<file path="src/rtl/bar_graph_pkg.sv">
// -----------------------------------------------------------------------------
// bar_graph_pkg
// Shared constants for the bar-graph pixel path:
//   - default graph geometry (height, bar width, gap, origin)
//   - colour constants for rising, falling and background pixels
//   - frame scheduler FSM state encoding
//   - sample clamp helper used by the history buffer
// -----------------------------------------------------------------------------
package bar_graph_pkg;

  localparam int GRAPH_H = 200;
  localparam int BAR_W   = 32;
  localparam int BAR_GAP = 8;
  localparam int BASE_X  = 40;
  localparam int BASE_Y  = 140;

  localparam logic [2:0] UP_COLOUR   = 3'b010;
  localparam logic [2:0] DOWN_COLOUR = 3'b100;
  localparam logic [2:0] BG_COLOUR   = 3'b000;

  typedef enum logic [1:0] {
    ST_IDLE = 2'd0,
    ST_LOAD = 2'd1,
    ST_DRAW = 2'd2,
    ST_DONE = 2'd3
  } state_e;

  // Limit a raw sample to the graph height. A ceiling above 255 never clips.
  function automatic logic [7:0] clamp_sample(input logic [7:0] v, input int ceiling);
    if (int'(v) > ceiling) begin
      return 8'(ceiling);
    end
    return v;
  endfunction

endpackage

</file>
<file path="src/rtl/bar_history_buffer.sv">
// -----------------------------------------------------------------------------
// bar_history_buffer
// Holds the last NUM_BARS clamped price samples. Slot NUM_BARS-1 is newest;
// a push shifts every slot down by one and drops slot 0.
// While a frame is in progress the history is frozen: incoming samples land
// in a one-deep pending register (latest wins) that is committed during the
// frame's final (DONE) cycle.
//
// Ports:
//   clk            system clock
//   resetn         asynchronous active-low reset
//   sample_valid_i one-cycle strobe, new raw sample
//   sample_value_i raw sample height 0..255
//   freeze_i       frame in progress, divert samples to pending
//   commit_i       frame end cycle, push pending (or a same-cycle sample)
//   hist_o         flat history, slot i at bits [i*8 +: 8]
// -----------------------------------------------------------------------------
module bar_history_buffer #(
  parameter int NUM_BARS = 8,
  parameter int GRAPH_H  = bar_graph_pkg::GRAPH_H
) (
  input  logic                  clk,
  input  logic                  resetn,
  input  logic                  sample_valid_i,
  input  logic [7:0]            sample_value_i,
  input  logic                  freeze_i,
  input  logic                  commit_i,
  output logic [NUM_BARS*8-1:0] hist_o
);
  import bar_graph_pkg::*;

  logic [7:0] clamped;
  logic       push;
  logic [7:0] push_val;
  logic       pend_valid_q, pend_valid_d;
  logic [7:0] pend_q, pend_d;
  logic [7:0] slot_q [NUM_BARS];

  assign clamped = clamp_sample(sample_value_i, GRAPH_H);

  always_comb begin
    push         = 1'b0;
    push_val     = clamped;
    pend_valid_d = pend_valid_q;
    pend_d       = pend_q;
    if (commit_i) begin
      // A sample arriving in the commit cycle is newer than anything pending,
      // so it wins and the pending value is discarded.
      if (sample_valid_i) begin
        push = 1'b1;
      end else if (pend_valid_q) begin
        push     = 1'b1;
        push_val = pend_q;
      end
      pend_valid_d = 1'b0;
    end else if (freeze_i) begin
      if (sample_valid_i) begin
        pend_valid_d = 1'b1;
        pend_d       = clamped;
      end
    end else if (sample_valid_i) begin
      push = 1'b1;
    end
  end

  always_ff @(posedge clk or negedge resetn) begin
    if (!resetn) begin
      pend_valid_q <= 1'b0;
      pend_q       <= '0;
      for (int i = 0; i < NUM_BARS; i++) begin
        slot_q[i] <= '0;
      end
    end else begin
      pend_valid_q <= pend_valid_d;
      pend_q       <= pend_d;
      if (push) begin
        for (int i = 0; i < NUM_BARS - 1; i++) begin
          slot_q[i] <= slot_q[i+1];
        end
        slot_q[NUM_BARS-1] <= push_val;
      end
    end
  end

  for (genvar gi = 0; gi < NUM_BARS; gi++) begin : g_flat
    assign hist_o[gi*8 +: 8] = slot_q[gi];
  end

endmodule

</file>
<file path="src/rtl/bar_graph_frame_scheduler.sv">
// -----------------------------------------------------------------------------
// bar_graph_frame_scheduler
// On a redraw request, walks every bar column over its full height and emits
// one pixel per cycle to the VGA adapter. Filled rows take the bar colour
// (up if not lower than the previous bar, down otherwise); rows above the
// bar height are painted background, so fill and clear happen in one pass.
//
// Ports:
//   clk, resetn   clock, asynchronous active-low reset
//   sample_valid  one-cycle strobe with sample_value (new price height)
//   redraw        one-cycle strobe requesting a full repaint
//   x_coord       pixel x (registered)
//   y_coord       pixel y (registered)
//   colour        pixel colour (registered)
//   plot          pixel valid this cycle
//   busy          high from LOAD through DONE
//   done          one-cycle pulse in the DONE cycle
// -----------------------------------------------------------------------------
module bar_graph_frame_scheduler #(
  parameter int         NUM_BARS    = 8,
  parameter int         BAR_W       = bar_graph_pkg::BAR_W,
  parameter int         BAR_GAP     = bar_graph_pkg::BAR_GAP,
  parameter int         GRAPH_H     = bar_graph_pkg::GRAPH_H,
  parameter int         BASE_X      = bar_graph_pkg::BASE_X,
  parameter int         BASE_Y      = bar_graph_pkg::BASE_Y,
  parameter logic [2:0] UP_COLOUR   = bar_graph_pkg::UP_COLOUR,
  parameter logic [2:0] DOWN_COLOUR = bar_graph_pkg::DOWN_COLOUR,
  parameter logic [2:0] BG_COLOUR   = bar_graph_pkg::BG_COLOUR
) (
  input  logic       clk,
  input  logic       resetn,
  input  logic       sample_valid,
  input  logic [7:0] sample_value,
  input  logic       redraw,
  output logic [9:0] x_coord,
  output logic [8:0] y_coord,
  output logic [2:0] colour,
  output logic       plot,
  output logic       busy,
  output logic       done
);
  import bar_graph_pkg::*;

  localparam int BW     = (NUM_BARS > 1) ? $clog2(NUM_BARS) : 1;
  localparam int CW     = (BAR_W > 1) ? $clog2(BAR_W) : 1;
  localparam int STRIDE = BAR_W + BAR_GAP;

  state_e          state_q, state_d;
  logic [BW-1:0]   b_q, b_d;
  logic [8:0]      r_q, r_d;
  logic [CW-1:0]   c_q, c_d;
  logic            redraw_pend_q, redraw_pend_d;

  logic [9:0]      x_q, x_d;
  logic [8:0]      y_q, y_d;
  logic [2:0]      colour_q, colour_d;
  logic            plot_q, plot_d;
  logic            busy_q, busy_d;
  logic            done_q, done_d;

  logic [NUM_BARS*8-1:0] hist_flat;
  logic [7:0]            h_arr [NUM_BARS];
  logic [7:0]            h_cur, h_prv;
  logic [2:0]            bar_col;
  logic [8:0]            fill_top;

  // History is frozen for the whole frame and the pending sample is
  // committed in the DONE cycle, so a back-to-back frame sees it.
  bar_history_buffer #(
    .NUM_BARS (NUM_BARS),
    .GRAPH_H  (GRAPH_H)
  ) u_hist (
    .clk            (clk),
    .resetn         (resetn),
    .sample_valid_i (sample_valid),
    .sample_value_i (sample_value),
    .freeze_i       (state_q != ST_IDLE),
    .commit_i       (state_q == ST_DONE),
    .hist_o         (hist_flat)
  );

  for (genvar gi = 0; gi < NUM_BARS; gi++) begin : g_unpack
    assign h_arr[gi] = hist_flat[gi*8 +: 8];
  end

  // FSM next state and pixel counters (c inner, r middle, b outer).
  always_comb begin
    state_d       = state_q;
    b_d           = b_q;
    r_d           = r_q;
    c_d           = c_q;
    redraw_pend_d = redraw_pend_q;
    case (state_q)
      ST_IDLE: begin
        if (redraw) state_d = ST_LOAD;
      end
      ST_LOAD: begin
        b_d     = '0;
        r_d     = '0;
        c_d     = '0;
        state_d = ST_DRAW;
        if (redraw) redraw_pend_d = 1'b1;
      end
      ST_DRAW: begin
        if (redraw) redraw_pend_d = 1'b1;
        if (c_q == CW'(BAR_W - 1)) begin
          c_d = '0;
          if (r_q == 9'(GRAPH_H - 1)) begin
            r_d = '0;
            if (b_q == BW'(NUM_BARS - 1)) begin
              state_d = ST_DONE;
            end else begin
              b_d = b_q + 1'b1;
            end
          end else begin
            r_d = r_q + 1'b1;
          end
        end else begin
          c_d = c_q + 1'b1;
        end
      end
      ST_DONE: begin
        state_d       = (redraw_pend_q || redraw) ? ST_LOAD : ST_IDLE;
        redraw_pend_d = 1'b0;
      end
      default: state_d = ST_IDLE;
    endcase
  end

  // Output registers are loaded from the next-cycle counters so that the
  // coordinates and plot appear together in the DRAW cycle they describe.
  always_comb begin
    h_cur    = h_arr[b_d];
    h_prv    = (b_d == '0) ? h_cur : h_arr[b_d - 1'b1];
    bar_col  = (h_cur >= h_prv) ? UP_COLOUR : DOWN_COLOUR;
    // Row index at which the filled part of the column starts.
    fill_top = 9'(GRAPH_H) - {1'b0, h_cur};
    plot_d   = (state_d == ST_DRAW);
    busy_d   = (state_d != ST_IDLE);
    done_d   = (state_d == ST_DONE);
    x_d      = '0;
    y_d      = '0;
    colour_d = '0;
    if (plot_d) begin
      x_d      = 10'(BASE_X) + 10'(b_d) * 10'(STRIDE) + 10'(c_d);
      y_d      = 9'(BASE_Y) + r_d;
      colour_d = (r_d >= fill_top) ? bar_col : BG_COLOUR;
    end
  end

  always_ff @(posedge clk or negedge resetn) begin
    if (!resetn) begin
      state_q       <= ST_IDLE;
      b_q           <= '0;
      r_q           <= '0;
      c_q           <= '0;
      redraw_pend_q <= 1'b0;
      x_q           <= '0;
      y_q           <= '0;
      colour_q      <= '0;
      plot_q        <= 1'b0;
      busy_q        <= 1'b0;
      done_q        <= 1'b0;
    end else begin
      state_q       <= state_d;
      b_q           <= b_d;
      r_q           <= r_d;
      c_q           <= c_d;
      redraw_pend_q <= redraw_pend_d;
      x_q           <= x_d;
      y_q           <= y_d;
      colour_q      <= colour_d;
      plot_q        <= plot_d;
      busy_q        <= busy_d;
      done_q        <= done_d;
    end
  end

  assign x_coord = x_q;
  assign y_coord = y_q;
  assign colour  = colour_q;
  assign plot    = plot_q;
  assign busy    = busy_q;
  assign done    = done_q;

endmodule

</file>
<file path="config.mk">
export PLATFORM = sky130hd
export DESIGN_NAME = bar_graph_frame_scheduler
export DESIGN_NICKNAME = d
export VERILOG_FILES = /design/src/rtl/bar_graph_pkg.sv /design/src/rtl/bar_history_buffer.sv /design/src/rtl/bar_graph_frame_scheduler.sv
export SDC_FILE = /design/constraint.sdc
export NUM_CORES = 1
export LEC_CHECK = 0
export BUFFER_PORTS_ARGS = -buffer_cell sky130_fd_sc_hd__buf_2
export CORE_MARGIN = 2
export CORE_UTILIZATION = 40
export CTS_BUF_LIST = sky130_fd_sc_hd__clkbuf_2 sky130_fd_sc_hd__clkbuf_4 sky130_fd_sc_hd__clkbuf_8
export DETAILED_ROUTE_END_ITERATION = 16
export PLACE_DENSITY = 0.62
export SYNTH_ARGS = -nofsm -noshare
export SYNTH_HDL_FRONTEND = slang
export SYNTH_SLANG_ARGS = --single-unit
</file>
<file path="constraint.sdc">
create_clock -name clk -period 15.1 [get_ports clk]
set_input_delay 3.02 -clock clk [delete_from_list [all_inputs] [get_ports clk]]
set_output_delay 3.02 -clock clk [all_outputs]
set_load 0.02 [all_outputs]
</file>
* Word level (Yosys, flattened, before mapping)
Cells that the tools add are included.
** Word-level totals
- Memories :: 0
- Memory bits (read-only) :: 0
- Bits in latches :: 0
- Input port bits :: 12
- Output and inout port bits :: 25
- Word-level logic and storage cells :: 102
- Memory bits (writable) :: 0
- Register bits after elaboration :: 118
** Operators by class
- Shift operators :: 0
- Equality and inequality tests :: 9
- $mul :: 1
- Magnitude comparators :: 5
- Bitwise logic cells :: 3
- Multiplexer cells :: 43
- Reductions and logical operators :: 12
- Div/mod/pow operators :: 0
- $add $sub $neg :: 8
** Operator list (number)
- 8-bit two-way mux :: 10
- 8-bit binary-select mux with 3-bit select :: 2
- 9-bit two-way mux :: 3
- 3-bit two-way mux :: 6
- 9-bit one-hot mux with 2 select lines :: 1
- 1-bit two-way mux :: 11
- 10-bit by 5-bit adder with 10-bit output :: 1
- 6-bit by 9-bit adder with 10-bit output, first input constant :: 1
- 10-bit two-way mux :: 1
- 5-bit one-hot mux with 2 select lines :: 1
- 2-bit nonzero test :: 5
- 8-bit by 9-bit adder with 9-bit output, first input constant :: 1
- 9-bit by 1-bit adder with 9-bit output, second input constant :: 1
- 9-bit by 8-bit == test with 1-bit output, second input constant :: 1
- 9-bit >= comparator :: 1
- 8-bit by 8-bit subtractor with 9-bit output, first input constant :: 1
- 2-bit == test, second input constant :: 4
- 4-bit >= comparator, second input constant :: 2
- 8-bit >= comparator :: 1
- 8-bit greater-than comparator, second input constant :: 1
- 2-bit two-way mux :: 4
- 3-bit NOT with 4-bit output :: 2
- 2-bit one-hot mux with 4 select lines :: 1
- 3-bit by 3-bit multiplier with 6-bit output, second input constant :: 1
- 17 further kinds :: 18

* Depth between registers and ports, before layout
Gate-level depths: netlist of the first run.
- Word-level depth :: 15
- Mapped depth :: 25
- Gate-level depth less buffers :: 23

* Cells and area by module
From an unflattened synthesis of the first run, not the netlist that was laid out.
** Unflattened totals
- Cells, all modules :: 631
- Area total of the unflattened synthesis :: 7140.6 µm²
** Modules (own cells, without submodules)
- bar_graph_frame_scheduler :: cells an instance 430, area an instance 4204.0 µm², times used 1, seq. area each 1101.1 µm²
- bar_history_buffer :: cells an instance 201, area an instance 2936.6 µm², times used 1, seq. area each 1826.8 µm²

* Least setup slack after synthesis of the first run
Ideal clock, no wire load.
- Kind :: register to register
- From :: reg c_q[0]
- To :: reg colour_q[2], in the netlist colour[2]
- Cell stages (with the launch flop) :: 25
- Buffers on the path :: 5
- Library setup time :: 0.089 ns
- Arrival time :: 5.149 ns
- Setup slack :: 9.862 ns
- Data required time :: 15.011 ns
- Period minus slack after synthesis :: 5.238 ns
- Cell sequence :: dfrtp_1 > ha_1 > and3_1 > ha_1 > buf_2 > and4b_1 > and4_4 > a211oi_4 > buf_6 > buf_6 > ha_1 > buf_1 > clkbuf_1 > mux4_2 > o221ai_1 > o21ai_0 > o31ai_1 > ha_1 > a21o_1 > a21o_1 > a21o_1 > a21o_1 > a21o_1 > a21oi_1 > nor3b_1
** Between the ends
- Longest elaborated chain between the ends :: 13
- Elaborated cells between the ends (all ways) :: 25
- Those cells by class :: add/sub: 2; order compare: 2; eq/ne: 2; mux: 16; bitwise: 2; reduce/logical: 1
** RTL lines
- from (decl) :: RTL line bar_graph_frame_scheduler.sv:51 : logic [CW-1:0] c_q, c_d;
- from (signal assigned) :: RTL line bar_graph_frame_scheduler.sv:156 : c_q <= '0;
- from (signal assigned) :: RTL line bar_graph_frame_scheduler.sv:168 : c_q <= c_d;
- 5-bit == test * :: RTL line bar_graph_frame_scheduler.sv:106 : if (c_q == CW'(BAR_W - 1)) begin
- 3-bit two-way mux :: RTL line bar_graph_frame_scheduler.sv:106
- 3-bit one-hot mux with 2 select lines :: RTL line bar_graph_frame_scheduler.sv:93 : case (state_q)
- 3-bit by 1-bit subtractor with 3-bit output :: RTL line bar_graph_frame_scheduler.sv:134 : h_prv = (b_d == '0) ? h_cur : h_arr[b_d - 1'b1];
- 3-bit NOT with 4-bit output (implied by the code) :: RTL line bar_graph_frame_scheduler.sv:134
- 8-bit binary-select mux with 3-bit select :: RTL line bar_graph_frame_scheduler.sv:134
- 8-bit two-way mux (implied by the code) (2 in series) :: RTL line bar_graph_frame_scheduler.sv:134
- 8-bit two-way mux :: RTL line bar_graph_frame_scheduler.sv:134
- 8-bit >= comparator :: RTL line bar_graph_frame_scheduler.sv:135 : bar_col = (h_cur >= h_prv) ? UP_COLOUR : DOWN_COLOUR;
- 3-bit two-way mux :: RTL line bar_graph_frame_scheduler.sv:135
- 3-bit two-way mux :: RTL line bar_graph_frame_scheduler.sv:147 : colour_d = (r_d >= fill_top) ? bar_col : BG_COLOUR;
- 3-bit two-way mux * :: RTL line bar_graph_frame_scheduler.sv:144 : if (plot_d) begin
- named net colour_d[2] :: RTL line bar_graph_frame_scheduler.sv:56 : logic [2:0] colour_q, colour_d;
- to (signal assigned) :: RTL line bar_graph_frame_scheduler.sv:172 : colour_q <= colour_d;
- to (decl) :: RTL line bar_graph_frame_scheduler.sv:56
Mark *: on every way through the listed nets, which the timed path passes. The rest lies on a longest branch. The select of a mux whose other input is x is not followed.
A chain may end at the register's enable or synchronous reset.

* Final worst setup path of the first run
Ends and elaborated chain as after synthesis.

==> run metrics, run 1 <==
Worst Path Arrival 6.44 ns; placed cell count 973; post-cts hold buffer count 0; largest net degree at the start of global routing 73; first-pass GRT wire length 25.67 mm; Initial Util 40.39%; Synth Cell Area 6913 um2; root buffer cell clkbuf_8; Worst Setup End Kind flop; Max Freq 0.1644 GHz; ANT nets after route 0; die area 18350 um2; post-cts resize count 0; Power Dens Cells 79.37 nW/um2; CTS tree yes; Top FF cell, synth dfrtp_1; Clock Latency Late Sink 0.45 ns; # IOs 37; global route overflow 0; die width 135.5 um; number of remaining DRC errors 0; worst endpoint required time 15.45 ns; Post-Synthesis Cells 746; commonest cells after routing, fill and taps aside nand2_1, dfrtp_1, o21ai_0, ha_1, mux2i_1; Clock Skew 0.006698 ns; gr usage total 17.73%; final wirelength 14.90 mm; CTS Buffer Depth 2; Startpoint Class flop; leakage 3.829 nW; nets@finish 817; max-cap viol count 0; Max transition margin 30.43%; WL per Instance 14.86 um; Port Buffer Count 35; setup violators final 0; Max IR drop VDD 0.00006339 V; core area 17120 um2; H-Tree Depth 4; fin cells 1003; Ant. Diodes 0; CTS Sinks 117; Yosys reg bits 117; share of cells above drive strength 1 13.88%; dpl hpwl 10.19 mm; Slew Viols, Final 0; Vias 5183; Iter 0 DRT Violations 320; Final Cycle Share 40.28%; status finished, final reports clean; CP max FO 28; Synth cell types 68; Area growth, synth to finish 9.882%; std cell rows 48; Setup Crit Path Kind flop to flop; final worst path period need 6.083 ns; Fin Setup TNS 0 ns; routability cong. 0.8152; Via-to-Cell Ratio 5.167; post-synthesis sequential area ratio 42.35%; initial antenna violation count 0; setup bufs post-CTS 0; Pre-Repair DR Iteration Count 4; Mapped Nets 796; number of global-route vias before repair 5053; Post-synth EDFFs 0; Fin. Hold Viols 0; Slew @ Worst Pin 1.043 ns; clock-pin slew on the worst setup and hold paths 0.07 ns; Syn Area/Cell 9.267 um2; most common cell after layout, fill and taps aside nand2_1; Die Span Y 135.5 um; Warnings, synthesis 0; CTS buffer count 17; Synth async-reset ratio 100.0%; RSZ-0062 raised after global routing no; Worst Hold Class flop to flop
[layout make-up]
cell class / instances / area (um2)
well taps: 225 / 281.5
fillers: 1664 / 9520
clock inverters: 4 / 47.55
clock buffers: 26 / 320.3
inverters: 30 / 115.1
flip-flops and latches: 117 / 2928
multi-input cells: 562 / 3696
repair buffers: 39 / 207.7
[cell usage after synthesis, drive strengths merged, types with 4 or more instances]
cell / instances / area (um2)
o21ai: 40 / 200.2
nand3: 15 / 75.07
nor3b: 4 / 30.03
a21o: 15 / 112.6
xnor2: 12 / 105.1
clkbuf: 23 / 86.33
o21a: 5 / 37.54
mux4: 16 / 371.6
ha: 37 / 462.9
nand2b: 8 / 50.05
nor2: 28 / 112.6
and3: 13 / 85.08
o22ai: 15 / 106.4
a31oi: 6 / 43.79
a22oi: 4 / 30.03
inv: 29 / 111.4
buf: 14 / 100.1
mux2i: 38 / 409.1
dfrtp: 117 / 2928
o221ai: 8 / 70.07
a21oi: 18 / 93.84
nand2: 237 / 892.1
[logic make-up after synthesis]
kind of cell	Yosys count	synth area share (%)
simple gates	320	19.82
buf+inv	67	4.362
flops	117	42.35
fa+ha+maj	38	6.986
other cells	1	0.05425
xor+xnor	15	1.901
compound gates	131	12.74
mux	57	11.78
[registers in the layout, indices dropped and copies added, names as in the netlist, 3 cells and up]
name,cells
y_coord,9
u_hist.hist_o,64
b_q,3
u_hist.pend_q,8
c_q,5
x_coord,10
r_q,9
[metrics by stage]
step | cell area (um2) | hold WS (ns) | util [%] | total power (W) | setup slack [ns]
after floorplan | 6913 | 0.4446 | - | 0.0003267 | 9.862
after detailed placement | 7228 | 0.4658 | 42.23 | 0.0003364 | 9.041
after global placement | 7228 | 0.4570 | 42.23 | 0.0003362 | 9.127
after CTS | 7596 | 0.4824 | 44.38 | 0.0006120 | 9.010
final | 7596 | 0.4775 | 44.38 | 0.0006029 | 9.017
after global routing | 7596 | 0.5075 | 44.38 | 0.0006263 | 8.697
[critical path: stages (launching register included)]
cell      delay (ns)
dfrtp_1         0.38
ha_1            0.19
and3_1          0.17
ha_1            0.31
and4b_1         0.35
and4_4          0.30
mux2i_4         0.21
buf_4           0.37
inv_2           0.23
ha_1            0.79
mux4_2          0.42
o22a_1          0.22
o22ai_1         0.14
a21oi_1         0.07
ha_1            0.29
nand2b_1        0.14
a21o_1          0.17
a21o_1          0.18
a21o_1          0.18
a21o_1          0.17
a21o_1          0.17
a21o_1          0.17
a21oi_1         0.17
nor3b_1         0.19
[power by group]
part            total, W  switching (W)  internal [W]  leakage, nW
logic          0.0000135      0.0000101    0.00000333         2.09
clock network   0.000273       0.000121      0.000152        0.194
registers       0.000317    0.000000962      0.000316         1.54
[path summary, 6_finish.rpt]
path,from,to,slack (ns),cells past startpoint
max,c_q[0],colour[2],9.02,23
min,u_hist.pend_q[1],u_hist.pend_q[1],0.48,2
max reg2reg,c_q[0],colour[2],9.02,23
min reg2reg,u_hist.pend_q[1],u_hist.pend_q[1],0.48,2
max in group asynchronous,resetn,u_hist.hist_o[25],11.21,2
min in group asynchronous,resetn,y_coord[1],2.58,1
[per-layer routing]
layer,GRT usage (%),routed length [um],up-vias
met5,0,0,-
met1,24.91,7420,2487
li1,-,-,2606
met2,26.82,6706,78
met4,5.787,248,0
met3,4.564,526,12
No activity file was read; power rests on OpenSTA's default activity.
==> run 2: changes to the inputs <==
PLACE_DENSITY = 0.64   (was 0.62)
clock period = 5.35 ns   (was 15.1 ns; I/O delays follow)
==> run 2 against run 1 <==
Clock skew up 0.0019 ns. Count of clock-buffer cells in the layout down 4. Routed wire length up 1.8%. Largest cell class unchanged. Clock power rose to 3.5 times the previous value. Via count up 2.3%.
==> run metrics, run 2 (synthesis gave the netlist of run 1 again) <==
status finished, final reports clean; H-Tree Depth 4 (unchanged); ANT nets after route 0 (unchanged); post-cts hold buffer count 0 (unchanged); global route overflow 0 (unchanged); Max Freq 0.1982 GHz (+21%); Worst Hold Class flop to flop; std cell rows 48 (unchanged); Area growth, synth to finish 12.34%; Die Span Y 135.5 um (unchanged); Startpoint Class flop; R2R Path End colour[2]; Via-to-Cell Ratio 5.240 (+1.4%); first-pass GRT wire length 26.12 mm (+1.7%); Vias 5303 (+2.3%); dpl hpwl 10.58 mm (+3.8%); Worst Setup End Kind flop; Post-Route Utilization 45.37% (+0.99 points); core area 17120 um2 (unchanged); Ant. Diodes 0 (unchanged); RSZ-0062 raised after global routing no; Iter 0 DRT Violations 285 (-11%); Max IR drop VDD 0.0002337 V (+270%); Setup Crit Path Kind flop to flop; largest net degree at the start of global routing 73 (unchanged); Final Cycle Share 94.30% (+54 points); Top delay family on crit path compound AO/OA/AOI/OAI gates; Worst Path Arrival 5.40 ns (-1.04 ns); final wirelength 15.18 mm (+1.8%); FF-to-FF Start c_q[0]; Critical Path, Cell by Cell ha_1 > and3_1 > ha_2 > and4b_1 > and4_4 > mux2i_4 > inv_2 > ha_1 > mux4_2 > o22a_1 > o22ai_1 > a21oi_1 > ha_1 > nand2b_1 > a21o_1 > a21o_1 > a21o_1 > a21o_1 > a21o_1 > a21o_1 > a21oi_1 > nor3b_1; cell mode on critical path a21o_1; CTS Buffer Depth 2 (unchanged); root buffer cell clkbuf_8; CP max FO 10 (-64%); Clock Skew 0.008612 ns (+0.001914 ns); CTS Sinks 117 (unchanged); share of cells above drive strength 1 14.87% (+0.98 points); Initial Util 40.39% (unchanged); die area 18350 um2 (unchanged); die width 135.5 um (unchanged); Slew @ Worst Pin 0.7250 ns (-0.3184 ns); worst endpoint required time 5.71 ns (-9.74 ns); number of flip-flops in the largest register 64 (unchanged); Max stage delay on crit path 0.45 ns (-0.34 ns); Max transition margin 51.66% (+21 points); hold depth 2 (unchanged); gr usage total 18.30% (+0.57 points); WL per Instance 15.00 um (+0.94%); CTS tree yes; initial antenna violation count 0 (unchanged); setup violators final 0 (unchanged); number of global-route vias before repair 5145 (+1.8%); Clock Latency Late Sink 0.45 ns (about the same); nets@finish 825 (+0.98%); final worst path period need 5.045 ns (-1.038 ns); Pre-Repair DR Iteration Count 7 (+3); # IOs 37 (unchanged); Min-Delay Startpoint u_hist.pend_q[0]; commonest cells after routing, fill and taps aside nand2_1, dfrtp_1, o21ai_0; Fin. Hold Viols 0 (unchanged); CP max stage cell ha_1; Fin Setup TNS 0 ns (unchanged); Hold Path Sink u_hist.pend_q[0]; r2r worst-path depth 22 (-4.3%); CTS buffer count 17 (unchanged); Power Dens Cells 242.8 nW/um2 (+210%); clock-pin slew on the worst setup and hold paths 0.07 ns (about the same); max-cap viol count 0 (unchanged); routability cong. 0.8796 (+7.9%); number of remaining DRC errors 0 (unchanged); most common cell after layout, fill and taps aside nand2_1; Setup crit start c_q[0]; CP bufs+invs 1 (-1); Slew Viols, Final 0 (unchanged); Port Buffer Count 35 (unchanged); r2r setup slk 0.31 ns (-8.71 ns); leakage 3.917 nW (+2.3%); total power 0.001885 W (+210%)
run 2: per-layer routing:
metal	share of wire, %	global-route usage (%)	vias to the layer above
li1	-	-	2637
met1	49	25.51	2560
met2	46	28.31	96
met3	4.0	4.639	10
met4	0.95	5.208	0
met5	0	0	-
run 2: final cells by class:
cell class	count	area (um2)
Clock buffer	22	290.3
Clock inverter	9	173.9
Fill cell	1656	9350
Inverter	30	115.1
Multi-Input combinational cell	562	3697
Sequential cell	117	2928
Tap cell	225	281.5
Timing Repair Buffer	47	280.3
run 2: stage by stage:
| step | area (um2) | setup slack [ns] | hold slack (ns) | cells |
|---|---|---|---|---|
| 2_1_floorplan | 6913 | 0.1125 | 0.4446 | 746 |
| 3_3_place_gp | 7300 | 0.3367 | 0.4564 | 981 |
| 3_5_place_dp | 7300 | 0.2489 | 0.4659 | 981 |
| 4_1_cts | 7764 | 0.2129 | 0.4821 | 1012 |
| 5_1_grt | 7766 | 0.02298 | 0.5082 | 1012 |
| 6_report | 7766 | 0.3052 | 0.4792 | 1012 |
run 2: worst max-delay path by stage:
stage	end	cells after the start
after floorplan	colour[2]	24
after global placement	colour[2]	22
after detailed placement	colour[2]	22
after CTS	colour[2]	22
after global routing	colour[2]	22
final	colour[2]	22
run 2: timing repair:
| action | CTS | global route |
|---|---|---|
| buffers inserted | 0 | 0 |
| gates resized for setup | 0 | 1 |
| setup endpoints to repair | 0 | 2 |
run 2: tightest hold or removal path, delay by kind of cell (launching register included):
family	cells	cell delay, ns
DFF	1	0.34
AOI/OAI and AO/OA	1	0.06
and+or+nand+nor	1	0.04
run 2: where the power goes:
part           total (W)  internal (W)  switching, W
logic          0.0000386    0.00000988     0.0000287
clock network   0.000953      0.000598      0.000355
registers       0.000893      0.000890    0.00000291
total            0.00189       0.00150      0.000387
